`src/rtl/bcd2bin32.sv`:
```
// -----------------------------------------------------------------------------
// bcd2bin32 -- sequential 10-digit BCD to 32-bit binary converter
//
// Reverse double-dabble: each BUSY cycle shifts the 72-bit pair {bcd, bin}
// right by one bit, then corrects every BCD digit that reads >= 8 by
// subtracting 3. After 32 such steps, bin holds the value modulo 2^32. The
// BCD register then holds whatever did not fit in 32 bits.
//
// The en/busy/fin handshake matches the binary-to-BCD converter, so a
// controller can drive either block in the same way.
//
// Ports
//   CLK          in   1   clock, rising edge
//   RST          in   1   asynchronous reset, active low
//   en           in   1   start request, sampled only in IDLE
//   bcd0..bcd9   in   4   BCD digits, bcd0 least significant; sampled on the
//                         accepting edge only
//   bin          out  32  binary result; valid with fin, held until next start
//   busy         out  1   high while converting and during the fin cycle
//   fin          out  1   one-cycle pulse, result valid
//   err          out  1   result invalid; valid with fin
//
// Optional feature (compile-time macro BCD2BIN_CHECK_EN)
//   Defined   : err flags an input digit > 9, or a value above 4294967295
//               (the BCD register is non-zero after the last shift).
//   Undefined : err is tied low and no checking logic is built.
// -----------------------------------------------------------------------------
module bcd2bin32 (
    input  logic        CLK,
    input  logic        RST,
    input  logic        en,
    input  logic [3:0]  bcd0,
    input  logic [3:0]  bcd1,
    input  logic [3:0]  bcd2,
    input  logic [3:0]  bcd3,
    input  logic [3:0]  bcd4,
    input  logic [3:0]  bcd5,
    input  logic [3:0]  bcd6,
    input  logic [3:0]  bcd7,
    input  logic [3:0]  bcd8,
    input  logic [3:0]  bcd9,
    output logic [31:0] bin,
    output logic        busy,
    output logic        fin,
    output logic        err
);

    localparam int DIGITS   = 10;
    localparam int BCD_W    = 4 * DIGITS;
    localparam int BIN_W    = 32;

    typedef enum logic [1:0] {
        IDLE    = 2'b00,
        BUSY    = 2'b01,
        FIN     = 2'b10,
        ILLEGAL = 2'b11
    } state_t;

    state_t             state_reg;
    logic [4:0]         bitcount_reg;
    logic [BCD_W-1:0]   bcd_reg;
    logic [BIN_W-1:0]   bin_reg;
    logic               busy_reg;
    logic               fin_reg;

    logic [BCD_W-1:0]   bcd_in;
    logic [BCD_W-1:0]   bcd_shifted;
    logic [BCD_W-1:0]   bcd_next;
    logic [BIN_W-1:0]   bin_next;
    logic               accept;
    logic               last_shift;

    assign bcd_in = {bcd9, bcd8, bcd7, bcd6, bcd5, bcd4, bcd3, bcd2, bcd1, bcd0};

    assign accept     = (state_reg == IDLE) && en;
    assign last_shift = (state_reg == BUSY) && (bitcount_reg == 5'd31);

    // One right shift of the 72-bit pair: the BCD LSB crosses into bin[31].
    assign bcd_shifted = {1'b0, bcd_reg[BCD_W-1:1]};
    assign bin_next    = {bcd_reg[0], bin_reg[BIN_W-1:1]};

    // Halving a BCD number moves a '1' from a digit's LSB into the next lower
    // digit's MSB, where it is worth 8 instead of 5. Subtracting 3 from any
    // digit that reads 8 or more restores the decimal weight.
    generate
        for (genvar gi = 0; gi < DIGITS; gi++) begin : g_digit_fix
            logic [3:0] digit;
            assign digit = bcd_shifted[4*gi +: 4];
            assign bcd_next[4*gi +: 4] = digit[3] ? (digit - 4'd3) : digit;
        end
    endgenerate

    // Control, shift datapath and handshake outputs.
    always_ff @(posedge CLK or negedge RST) begin
        if (!RST) begin
            state_reg    <= IDLE;
            bitcount_reg <= 5'd0;
            bcd_reg      <= '0;
            bin_reg      <= '0;
            busy_reg     <= 1'b0;
            fin_reg      <= 1'b0;
        end else begin
            case (state_reg)
                IDLE: begin
                    bitcount_reg <= 5'd0;
                    fin_reg      <= 1'b0;
                    if (en) begin
                        bcd_reg   <= bcd_in;
                        bin_reg   <= '0;
                        busy_reg  <= 1'b1;
                        state_reg <= BUSY;
                    end else begin
                        busy_reg  <= 1'b0;
                    end
                end

                BUSY: begin
                    bcd_reg  <= bcd_next;
                    bin_reg  <= bin_next;
                    busy_reg <= 1'b1;
                    if (bitcount_reg == 5'd31) begin
                        bitcount_reg <= 5'd0;
                        fin_reg      <= 1'b1;
                        state_reg    <= FIN;
                    end else begin
                        bitcount_reg <= bitcount_reg + 5'd1;
                        fin_reg      <= 1'b0;
                    end
                end

                FIN: begin
                    // bin and bcd_reg hold; only the handshake moves on.
                    bitcount_reg <= 5'd0;
                    fin_reg      <= 1'b0;
                    busy_reg     <= 1'b0;
                    state_reg    <= IDLE;
                end

                default: begin
                    // Unused encoding: recover to IDLE without a result.
                    bitcount_reg <= 5'd0;
                    fin_reg      <= 1'b0;
                    busy_reg     <= 1'b0;
                    state_reg    <= IDLE;
                end
            endcase
        end
    end

    assign bin  = bin_reg;
    assign busy = busy_reg;
    assign fin  = fin_reg;

`ifdef BCD2BIN_CHECK_EN
    logic             err_pend_reg;
    logic             err_reg;
    logic [DIGITS-1:0] digit_gt9;
    logic             digit_bad;
    logic             residual_nz;

    // A digit exceeds 9 when its MSB is set together with bit 2 or bit 1.
    generate
        for (genvar gi = 0; gi < DIGITS; gi++) begin : g_digit_chk
            assign digit_gt9[gi] = bcd_in[4*gi+3] & (bcd_in[4*gi+2] | bcd_in[4*gi+1]);
        end
    endgenerate

    assign digit_bad = |digit_gt9;

    // bcd_next on the final shift is the residual left after 32 halvings.
    // Anything non-zero there means the input did not fit in 32 bits.
    assign residual_nz = |bcd_next;

    always_ff @(posedge CLK or negedge RST) begin
        if (!RST) begin
            err_pend_reg <= 1'b0;
            err_reg      <= 1'b0;
        end else if (accept) begin
            err_pend_reg <= digit_bad;
            err_reg      <= 1'b0;
        end else if (last_shift) begin
            err_pend_reg <= err_pend_reg | residual_nz;
            err_reg      <= err_pend_reg | residual_nz;
        end
    end

    assign err = err_reg;
`else
    assign err = 1'b0;
`endif

endmodule

```
`config.mk`:
```
export PLATFORM = sky130hd
export DESIGN_NAME = bcd2bin32
export DESIGN_NICKNAME = d
export VERILOG_FILES = /design/src/rtl/bcd2bin32.sv
export SDC_FILE = /design/constraint.sdc
export NUM_CORES = 1
export LEC_CHECK = 0
export ABC_AREA = 1
export CAP_MARGIN = 20
export CORE_ASPECT_RATIO = 2
export CORE_UTILIZATION = 50
export CTS_CLUSTER_SIZE = 20
export DETAILED_ROUTE_END_ITERATION = 16
export PLACE_DENSITY = 0.77
export REMOVE_ABC_BUFFERS = 1
export SYNTH_ARGS = -nofsm -noshare
export SYNTH_HDL_FRONTEND = slang
export SYNTH_SLANG_ARGS = --single-unit
```
`constraint.sdc`:
```
create_clock -name CLK -period 3.5 [get_ports CLK]
set_input_delay 0.875 -clock CLK [delete_from_list [all_inputs] [get_ports CLK]]
set_output_delay 0.875 -clock CLK [all_outputs]
set_load 0.03 [all_outputs]
```
### After elaboration in Yosys (flattened, before gate mapping)

Cells that the tools add are included.

| storage, ports and cells | value |
|---|---|
| logic and storage cells | 46 |
| output and inout bits | 35 |
| flip-flop bits (word level) | 81 |
| input port bits | 43 |

| operators by class | value |
|---|---|
| eq/ne operators | 4 |
| multiplexer cells | 22 |
| add/sub/neg operators | 10 |
| reduce and logical (&&, ||, !) cells | 4 |

Operators by type and width:

| kind | count |
|---|---|
| 40-bit case mux with 2 select lines | 1 |
| 32-bit case mux with 2 select lines | 1 |
| 40-bit two-way mux | 1 |
| 4-bit two-way mux | 9 |
| 4-bit by 2-bit subtractor with 4-bit output, second input constant | 9 |
| 32-bit two-way mux | 1 |
| 5-bit two-way mux | 2 |
| 5-bit by 1-bit adder with 5-bit output, second input constant | 1 |
| 5-bit == test, second input constant | 1 |
| 2-bit two-way mux | 2 |
| 2-bit case mux with 2 select lines | 1 |
| 2-bit AND reduction | 2 |
| 1-bit two-way mux | 3 |
| 2-bit by 1-bit == test with 1-bit output, second input constant | 1 |
| 2-bit zero test | 1 |
| 2-bit by 1-bit != test with 1-bit output, second input constant | 1 |
| 2-bit != test, second input constant | 1 |
| 1-bit case mux with 2 select lines | 1 |
| 2-bit nonzero test | 1 |

### Logic depth before layout (Yosys ltp)

Gate-level depths: netlist of the first run.

| logic depth | value |
|---|---|
| depth after elaboration | 3 |
| mapped depth | 8 |
| gate-level depth less buffers | 8 |

### Least setup slack after synthesis of the first run

Ideal clock, no wire load.

| timing | value |
|---|---|
| kind | in2reg |
| from | input port en |
| to | register bin_reg[10], in the netlist bin[10] |
| buffers on the path | 3 |
| arrival time | 1.585 ns |
| stages on the path | 6 |
| library setup time | 0.126 ns |
| slack | 1.789 ns |
| data required time | 3.374 ns |
| cells stage by stage | clkbuf_2 > nand2_4 > nand2_2 > buf_6 > buf_6 > o22ai_2 |

| between the ends | value |
|---|---|
| word-level cells in the longest chain between the ends | 2 |

Ends and longest elaborated chain:

| element | line | source |
|---|---|---|
| from (decl) | 31 | `input logic en,` |
| 2-bit != test (no source line) | - |  |
| 2-bit AND reduction (no source line) | - |  |
| to (signal assigned) | 119 | `bin_reg <= bin_next;` |
| to (decl) | 62 | `logic [BIN_W-1:0] bin_reg;` |

Every way passes these cells.
A chain may end at the register's enable or synchronous reset.

### Final worst setup path of the first run

| timing | value |
|---|---|
| from | input port en |
| to | register bin_reg[0], in the netlist bin[0] |

Same word-level chain as after synthesis.

==> flow_summary.ini, run 1 <==
[clocking]
numCtsBuffers = 9
cts_tree = built
clk_pin_slew_ps = 60
cts_buffer_depth = 2
post_cts_buffers = 0
cts_root_buf = clkbuf_16
cts_max_level = 3
cts_hold_buf = 0
cts_resized = 0
clock_latency_ps = 340
clock-sinks = 81

[synthesis]
syn_area_sq_mm = 0.00430
synth-warning-count = 0
ys_types = 25
netlist_instances = 521
avgSynthCellArea_sq_um = 8.25
ys_seq_area_share_pct = 47.1
ys_ff_latch = 81

[routing]
ant_nets = 0
routed-via-count = 3590
drc_errors = 0
drt-initial-drc-count = 210
drt-wirelength-per-cell_um = 14.6
dr.pass1.iters = 4
wirelength_um = 10200
via_per_inst = 5.17

[power_and_ir_drop]
leakagePower_nw = 2.65
power_frac_comb_pct = 41.9
p_sw_mw = 1.70
ir_drop_mv = 0.534
internal_power_mw = 2.68
seq_power_share_pct = 36.0
pwr-share-clk_pct = 22.2
power_per_cell_area_mw_per_mm2 = 812
swShare_pct = 38.9

[sta]
rsz0062_at_grt = false
setup_viol = 0
max_freq_mhz = 418
slew_viol_final = 0
layout_min_cycle_time_ps = 2390
tns_ps = 0
finalHoldViolCount = 0
relSlewSlack_pct = 47.0
worstMarginPinSlew_ps = 791
fin_skew_ps = 7.23
min_period_over_period_pct = 68.4

[global_routing]
antenna_found_initial = 0
grt_start_max_net_pins = 82
grt_pass1_wl_um = 16600
grt_usage_pct = 24.9
grt-ovfl-total = 0
grt_pass1_vias = 3685

[worst_setup_path]
critPathCaptureType = flip-flop
cp_max_fo = 29
cp.arrival_ps = 2600
cp.required_ps = 3700
criticalPathCategory = in2reg
startpoint_type = primary input

[cells_and_area]
nets = 646
num_antenna_cells = 0
final_cells = 695
syn_to_final_growth_pct = 25.7
layout_common_cells = nand2_1, inv_1, dfrtp_1, clkdlybuf4s50_1, nand3_1
final_common_cell = nand2_1
drive_gt1_share_pct = 9.55
largest_register_ffs = 40
final_util_pct = 65.2

[die]
die_area_sq_mm = 0.00900
die_x_um = 67.6
io-pin-count = 78
die_h_um = 133
core_area_sq_mm = 0.00829
start_util_pct = 51.8
rows = 47

[placement]
io_buffers = 76
dp_cells = 678
hpwlAfterDp_um = 6860
finalWeightedCongestion = 0.834

[worst_hold_path]
hp-class = in2async

[status]
status = finished, final reports clean

[job]
max-cap-violations = 0
[critical path, stage by stage]
cell and delay [ps]:
clkdlybuf4s50_1 460, buf_4 230, nand2_4 170, nand2_2 120, buf_4 390, inv_4 190
nand2_1 90, o21ai_0 70
[per-layer routing]
metal | global-route usage, % | part of all wire, % | vias to the layer above | routed length [um]
met2 | 41.6 | 53 | 75 | 5400
met4 | 14.9 | 4.4 | 0 | 444
li1 | - | - | 1762 | -
met1 | 27.9 | 39 | 1721 | 3940
met3 | 5.05 | 3.7 | 32 | 374
met5 | 0 | 0 | - | 0
[synthesized netlist by cell type (all sizes together)]
library cell  count  area, sq um
a21oi            18         90.1
buf              21          145
clkbuf            1         5.00
conb              1         3.75
dfrtp            81         2030
ha               11          138
inv              90          340
nand2           157          602
nand3            34          170
nand3b            9         67.6
nor2             29          116
nor3b             1         7.51
o21ai            30          150
o22ai            31          375
xnor2             6         52.6
xor2              1         8.76
[kinds of logic after synthesis]
logic type | Yosys count | share of synthesized area (%)
flip-flops | 81 | 47.1
XOR/XNOR | 7 | 1.43
buffers and inverters | 112 | 11.4
AND/OR/NAND/NOR | 230 | 22.4
other | 1 | 0.0872
AO/OA/AOI/OAI | 79 | 14.3
adder cells (fa/ha/maj) | 11 | 3.20
[worst paths after layout]
check	start	end	slack (ps)	cells past startpoint
worst max-delay path	en	bin[0]	1110	8
worst min-delay path	RST	bcd_reg[11]	350	1
worst max register to register	state_reg[1]	bcd_reg[16]	1650	6
worst min register to register	bitcount_reg[0]	bitcount_reg[0]	470	1
max in group asynchronous	RST	bcd_reg[37]	2570	2
min in group CLK	bitcount_reg[0]	bitcount_reg[0]	470	1
[cell type report]
cell class	instances	area [sq um]
Clock inverter	2	35.0
Multi-Input combinational cell	328	1780
Fill cell	708	2890
Clock buffer	14	274
Tap cell	98	123
Inverter	90	340
Timing Repair Buffer	82	823
Sequential cell	81	2030
[per-stage QoR]
stage	hold WS (ps)	power (mW)	setup WS [ps]	cell area, sq um
floorplan	433	2.85	802	4150
global placement	449	3.33	785	5070
global route	358	4.75	952	5400
CTS	479	4.41	1090	5380
detailed placement	472	3.42	727	5070
finish	355	4.39	1110	5400
[power by group through the flow]
| stage | clock network [mW] | registers (mW) | logic (mW) |
|---|---|---|---|
| CTS | 0.983 | 1.58 | 1.85 |
| detailed placement | 0 | 1.59 | 1.83 |
| finish | 0.972 | 1.58 | 1.84 |
| floorplan | 0 | 1.69 | 1.16 |
| global route | 1.03 | 1.62 | 2.10 |
| global placement | 0 | 1.57 | 1.75 |
Note: power is estimated with default switching activity, not from simulation.
==> inputs of run 2 (changes only) <==
CORE_UTILIZATION = 48   (was 50)
clock period = 2.2 ns   (was 3.5 ns; I/O delays follow)
==> run 2 against run 1 <==
First-iteration DRC count grew 21%. Critical endpoint is now bin[1]. Worst setup slack lost 850 ps. Largest cell class unchanged. Register-to-register slack worse by 1000 ps. Worst hold slack got worse by 240 ps. Sequential power increased by 59%.
==> flow_summary.ini, run 2 (synthesized netlist as in run 1, its figures left out) <==
[worst_setup_path]
critPathMaxStageDelay_ps = 700
critPathCaptureType = primary output
cp_slowest_cell = clkdlybuf4s50_1
criticalPathCategory = reg2out
startpoint_type = flip-flop
cp.required_ps = 1650
cp_cell_sequence = clkdlybuf4s50_1
cp_max_fo = 2
crit_family = buffers and inverters
cp.arrival_ps = 1390
crit_buf_inv = 1

[worst_hold_path]
hp-class = in2async

[routing]
wirelength_um = 10100
via_per_inst = 5.21
drt-initial-drc-count = 254
ant_nets = 0
routed-via-count = 3663
dr.pass1.iters = 4
drt-wirelength-per-cell_um = 14.4
drc_errors = 0

[sta]
slew_viol_final = 0
finalHoldViolCount = 0
holdWs_ps = 115
max_freq_mhz = 516
min_period_over_period_pct = 88.2
setup_viol = 0
layout_min_cycle_time_ps = 1940
rsz0062_at_grt = false
fin_skew_ps = 5.34

[cells_and_area]
regArea_sq_mm = 0.00203
largest_register_ffs = 40
fill_cells = 745
final_util_pct = 63.5
final_common_cell = nand2_1
syn_to_final_growth_pct = 27.7
drive_gt1_share_pct = 10.4
layout_common_cells = nand2_1, inv_1, dfrtp_1, clkdlybuf4s50_1, nand3_1
num_antenna_cells = 0
nets = 653
multi_input_area_sq_mm = 0.00178

[power_and_ir_drop]
leakagePower_nw = 2.70
power_mw = 7.06
ir_drop_mv = 0.578
power_per_cell_area_mw_per_mm2 = 1290

[global_routing]
grt_start_max_net_pins = 37
antenna_found_initial = 0
grt_pass1_wl_um = 16700
grt_usage_pct = 24.1
grt-ovfl-total = 0
grt_pass1_vias = 3709

[die]
die_h_um = 136
core_area_sq_mm = 0.00865
rows = 48
die_x_um = 68.9
io-pin-count = 78
start_util_pct = 49.7
die_area_sq_mm = 0.00936

[placement]
hpwlAfterDp_um = 7120
io_buffers = 76
finalWeightedCongestion = 0.772

[clocking]
cts_root_buf = clkbuf_16
cts_max_level = 3
cts_hold_buf = 0
cts_tree = built
clock_latency_ps = 340
clk_pin_slew_ps = 60
cts_buffer_depth = 2
clock-sinks = 81
post_cts_buffers = 0
numCtsBuffers = 9
cts_resized = 0

[job]
max-cap-violations = 0

[status]
status = finished, final reports clean
==> run 2: changes by cell type in the layout (fill, tap and decap cells not counted) <==
cell       delta
buf_12        +4
buf_16        -1
buf_4         +4
bufinv_16     +1
clkbuf_8      -2
==> run 2: path summary, 6_finish.rpt <==
kind	start	endpoint	slack (ps)	cells past startpoint
setup reg to reg	state_reg[1]	bcd_reg[15]	640	6
hold reg to reg	bitcount_reg[0]	bitcount_reg[0]	470	1
max in group asynchronous	RST	bin[13]	1460	2
hold / removal	RST	bcd_reg[32]	120	1
setup / recovery	bin[1]	bin[1]	260	1
min in group CLK	bitcount_reg[0]	bitcount_reg[0]	470	1
==> run 2: final cells by class <==
class | instances | area share [%]
clock buffers | 12 | 4.49
inverters | 90 | 6.20
flip-flops and latches | 81 | 36.9
clock inverters | 3 | 1.18
multi-input cells | 328 | 32.4
repair buffers | 89 | 16.5
well taps | 100 | 2.28
==> run 2: power by group <==
| group | switching (mW) | internal (mW) | leakage [nW] | total [mW] |
|---|---|---|---|---|
| clock network | 0.572 | 1.02 | 0.153 | 1.59 |
| logic | 1.67 | 1.29 | 1.53 | 2.96 |
| registers | 0.474 | 2.04 | 1.02 | 2.51 |
==> run 2: stage by stage <==
stage | area [sq um] | std cells | TNS, ps | setup WS [ps]
after CTS | 5490 | 703 | 0 | 243
after global routing | 5490 | 703 | 0 | 222
after global placement | 5180 | 688 | 0 | 261
final | 5490 | 703 | 0 | 261
after floorplan | 4150 | 499 | -23920 | -498
after detailed placement | 5180 | 688 | 0 | 227
==> run 2: layer usage <==
layer  part of all wire [%]  GRT usage [%]  vias up  wire length, um
li1                       -              -     1780                -
met1                     40           28.1     1760             4010
met2                     53           40.4       95             5390
met3                    3.8           4.03       28              388
met4                    3.5           12.9        0              356
met5                      0              0        -                0
==> inputs of run 3 (changes only) <==
--- a/config.mk
+++ b/config.mk
@@ -6,12 +6,12 @@
 export NUM_CORES = 1
 export LEC_CHECK = 0
-export ABC_AREA = 1
 export CAP_MARGIN = 20
 export CORE_ASPECT_RATIO = 2
-export CORE_UTILIZATION = 48
+export CORE_UTILIZATION = 47
 export CTS_CLUSTER_SIZE = 20
 export DETAILED_ROUTE_END_ITERATION = 16
 export PLACE_DENSITY = 0.77
 export REMOVE_ABC_BUFFERS = 1
+export SLEW_MARGIN = 20
 export SYNTH_ARGS = -nofsm -noshare
 export SYNTH_HDL_FRONTEND = slang
==> constraint.sdc (replaced) <==
create_clock -name CLK -period 2.2 [get_ports CLK]
set_input_delay 0.44 -clock CLK [delete_from_list [all_inputs] [get_ports CLK]]
set_output_delay 0.44 -clock CLK [all_outputs]
set_load 0.03 [all_outputs]
==> run 3 against run 2 <==
Core utilization is 0.67 points lower. Clock skew decreased by 0.64 ps. Synthesized cell count decreased by 33%. Largest power group unchanged. Count of clock-buffer cells in the layout unchanged. Combinational power up 26%. Clock power about the same. Die area decreased by 7.2%. Highest routed layer unchanged. Largest cell class unchanged. Global-route usage shrank 0.44 points. Critical endpoint is now bin[11].
==> flow_summary.ini, run 3 <==
[status]
status = finished, final reports clean

[synthesis]
synth-warning-count = 0
synth_edf_count = 0
yosys.area.top_type = dfrtp_1
syn_area_sq_mm = 0.00390
ys_ff_latch = 81
ys_seq_area_share_pct = 52.0
ys_types = 37
synth.most_common_cell = dfrtp_1
yosys-top-cells-count = dfrtp_1, nand2_1, a22o_1
synth_area_leaders = dfrtp_1, a22o_1, nand2_1, ha_1, buf_6
yosys.area.top_type_share_pct = 52.0
avgSynthCellArea_sq_um = 11.1
ys.flop_type = dfrtp_1
netlist_instances = 351
async_reset_ff_share_pct = 100

[cells_and_area]
layout_common_cells = dfrtp_1, clkdlybuf4s50_1, nand2_1, a22o_1, a21oi_1
syn_to_final_growth_pct = 28.9
final_util_pct = 62.8
nets = 480
largest_register_ffs = 40
final_common_cell = dfrtp_1
drive_gt1_share_pct = 9.98
fill_cells = 669
multi_input_area_sq_mm = 0.00167
regArea_sq_mm = 0.00203
num_antenna_cells = 0

[sta]
rsz0062_at_grt = false
setup_viol = 0
worstMarginPinSlew_ps = 584
tns_ps = 0
layout_setup_ws_ps = 330
fin_skew_ps = 4.70
finalHoldViolCount = 0
relSlewSlack_pct = 61.1
slew_viol_final = 0
min_period_over_period_pct = 85.0
max_freq_mhz = 535
layout_min_cycle_time_ps = 1870

[die]
core_area_sq_mm = 0.00800
die_h_um = 131
start_util_pct = 48.7
die_area_sq_mm = 0.00869
die_x_um = 66.4
rows = 46
io-pin-count = 78

[routing]
via_per_inst = 5.79
routed-via-count = 3050
drt-initial-drc-count = 150
wirelength_um = 9490
ant_nets = 0
dr.pass1.iters = 4
drt-wirelength-per-cell_um = 18.0
drc_errors = 0

[clocking]
cts_max_level = 3
clock_latency_ps = 340
cts_tree = built
post_cts_buffers = 0
clk_pin_slew_ps = 60
cts_resized = 0
cts_root_buf = clkbuf_16
numCtsBuffers = 9
clock-sinks = 81
cts_hold_buf = 0
cts_buffer_depth = 2

[power_and_ir_drop]
ir_drop_mv = 1.00
power_mw = 8.21
power_per_cell_area_mw_per_mm2 = 1630
leakagePower_nw = 2.17

[placement]
finalWeightedCongestion = 0.820
hpwlAfterDp_um = 6460
io_buffers = 76
dp_slack_ps = 198

[global_routing]
grt_pass1_wl_um = 15300
antenna_found_initial = 0
grt_pass1_vias = 3177
grt_start_max_net_pins = 48
grt_usage_pct = 23.6
grt-ovfl-total = 0

[worst_hold_path]
hp-class = in2async

[worst_setup_path]
cp.arrival_ps = 1430
rr_endpoint = bcd_reg[7]
cp_slowest_cell = clkdlybuf4s50_1
cp_cell_sequence = clkdlybuf4s50_1
reg2reg_depth = 4
path_depth = 1
cp.required_ps = 1760
crit_buf_inv = 1
critPathMaxStageDelay_ps = 690
crit_family = buffers and inverters
rr_startpoint = state_reg[0]
criticalPathCategory = reg2out
critPathCaptureType = primary output
cp_max_fo = 3
reg2reg_setup_slack_ps = 460
startpoint_type = flip-flop

[job]
max-cap-violations = 0
-- run 3: cells by family (layout without fill, tap and decap cells) --
family | count (synthesis) | after routing | synth area share, %
AOI/OAI and AO/OA | 110 | 110 | 21.9
xor gates and xnor gates | 20 | 20 | 4.49
adders and majority gates | 11 | 11 | 3.53
buffers and inverters | 30 | 110 | 5.45
DFF | 81 | 81 | 52.0
muxes | 6 | 6 | 1.54
other | 1 | 1 | 0.0962
and+or+nand+nor | 92 | 92 | 11.0
-- run 3: layout make-up --
| cell class | instances | share of cell area [%] |
|---|---|---|
| clock buffer | 12 | 5.30 |
| clock inverter | 4 | 0.996 |
| inverter | 4 | 0.299 |
| multi-input combinational | 240 | 33.3 |
| sequential | 81 | 40.3 |
| tap | 96 | 2.39 |
| timing repair buffer | 90 | 17.4 |
-- run 3: power breakdown --
part,internal (mW),leakage [nW],switching [mW],total (mW)
registers,2.19,0.999,0.716,2.91
clock network,0.969,0.151,0.592,1.56
logic,1.86,1.02,1.87,3.74
-- run 3: layer usage --
metal  global-route usage, %  up-vias  routed length [um]
li1                        -     1419                   -
met2                    40.6       94                5040
met5                       0        -                   0
met4                    12.0        0                 274
met1                    27.3     1518                3720
met3                    4.86       19                 454
-- run 3: per-stage QoR --
| step | cells | hold slack (ps) | cell area, sq um |
|---|---|---|---|
| after floorplan | 325 | 144 | 3700 |
| after global placement | 511 | 469 | 4710 |
| after detailed placement | 511 | 478 | 4710 |
| after CTS | 527 | 115 | 5030 |
| after global routing | 527 | 147 | 5030 |
| final | 527 | 88.1 | 5030 |
-- run 3: how the worst max path moves through the flow --
stage,from,endpoint,slack [ps]
after floorplan,state_reg[1],bcd_reg[35],210
after global placement,en,bcd_reg[10],290
after detailed placement,en,bcd_reg[14],200
after CTS,bin[11],bin[11],320
after global routing,bin[1],bin[1],290
final,bin[11],bin[11],330
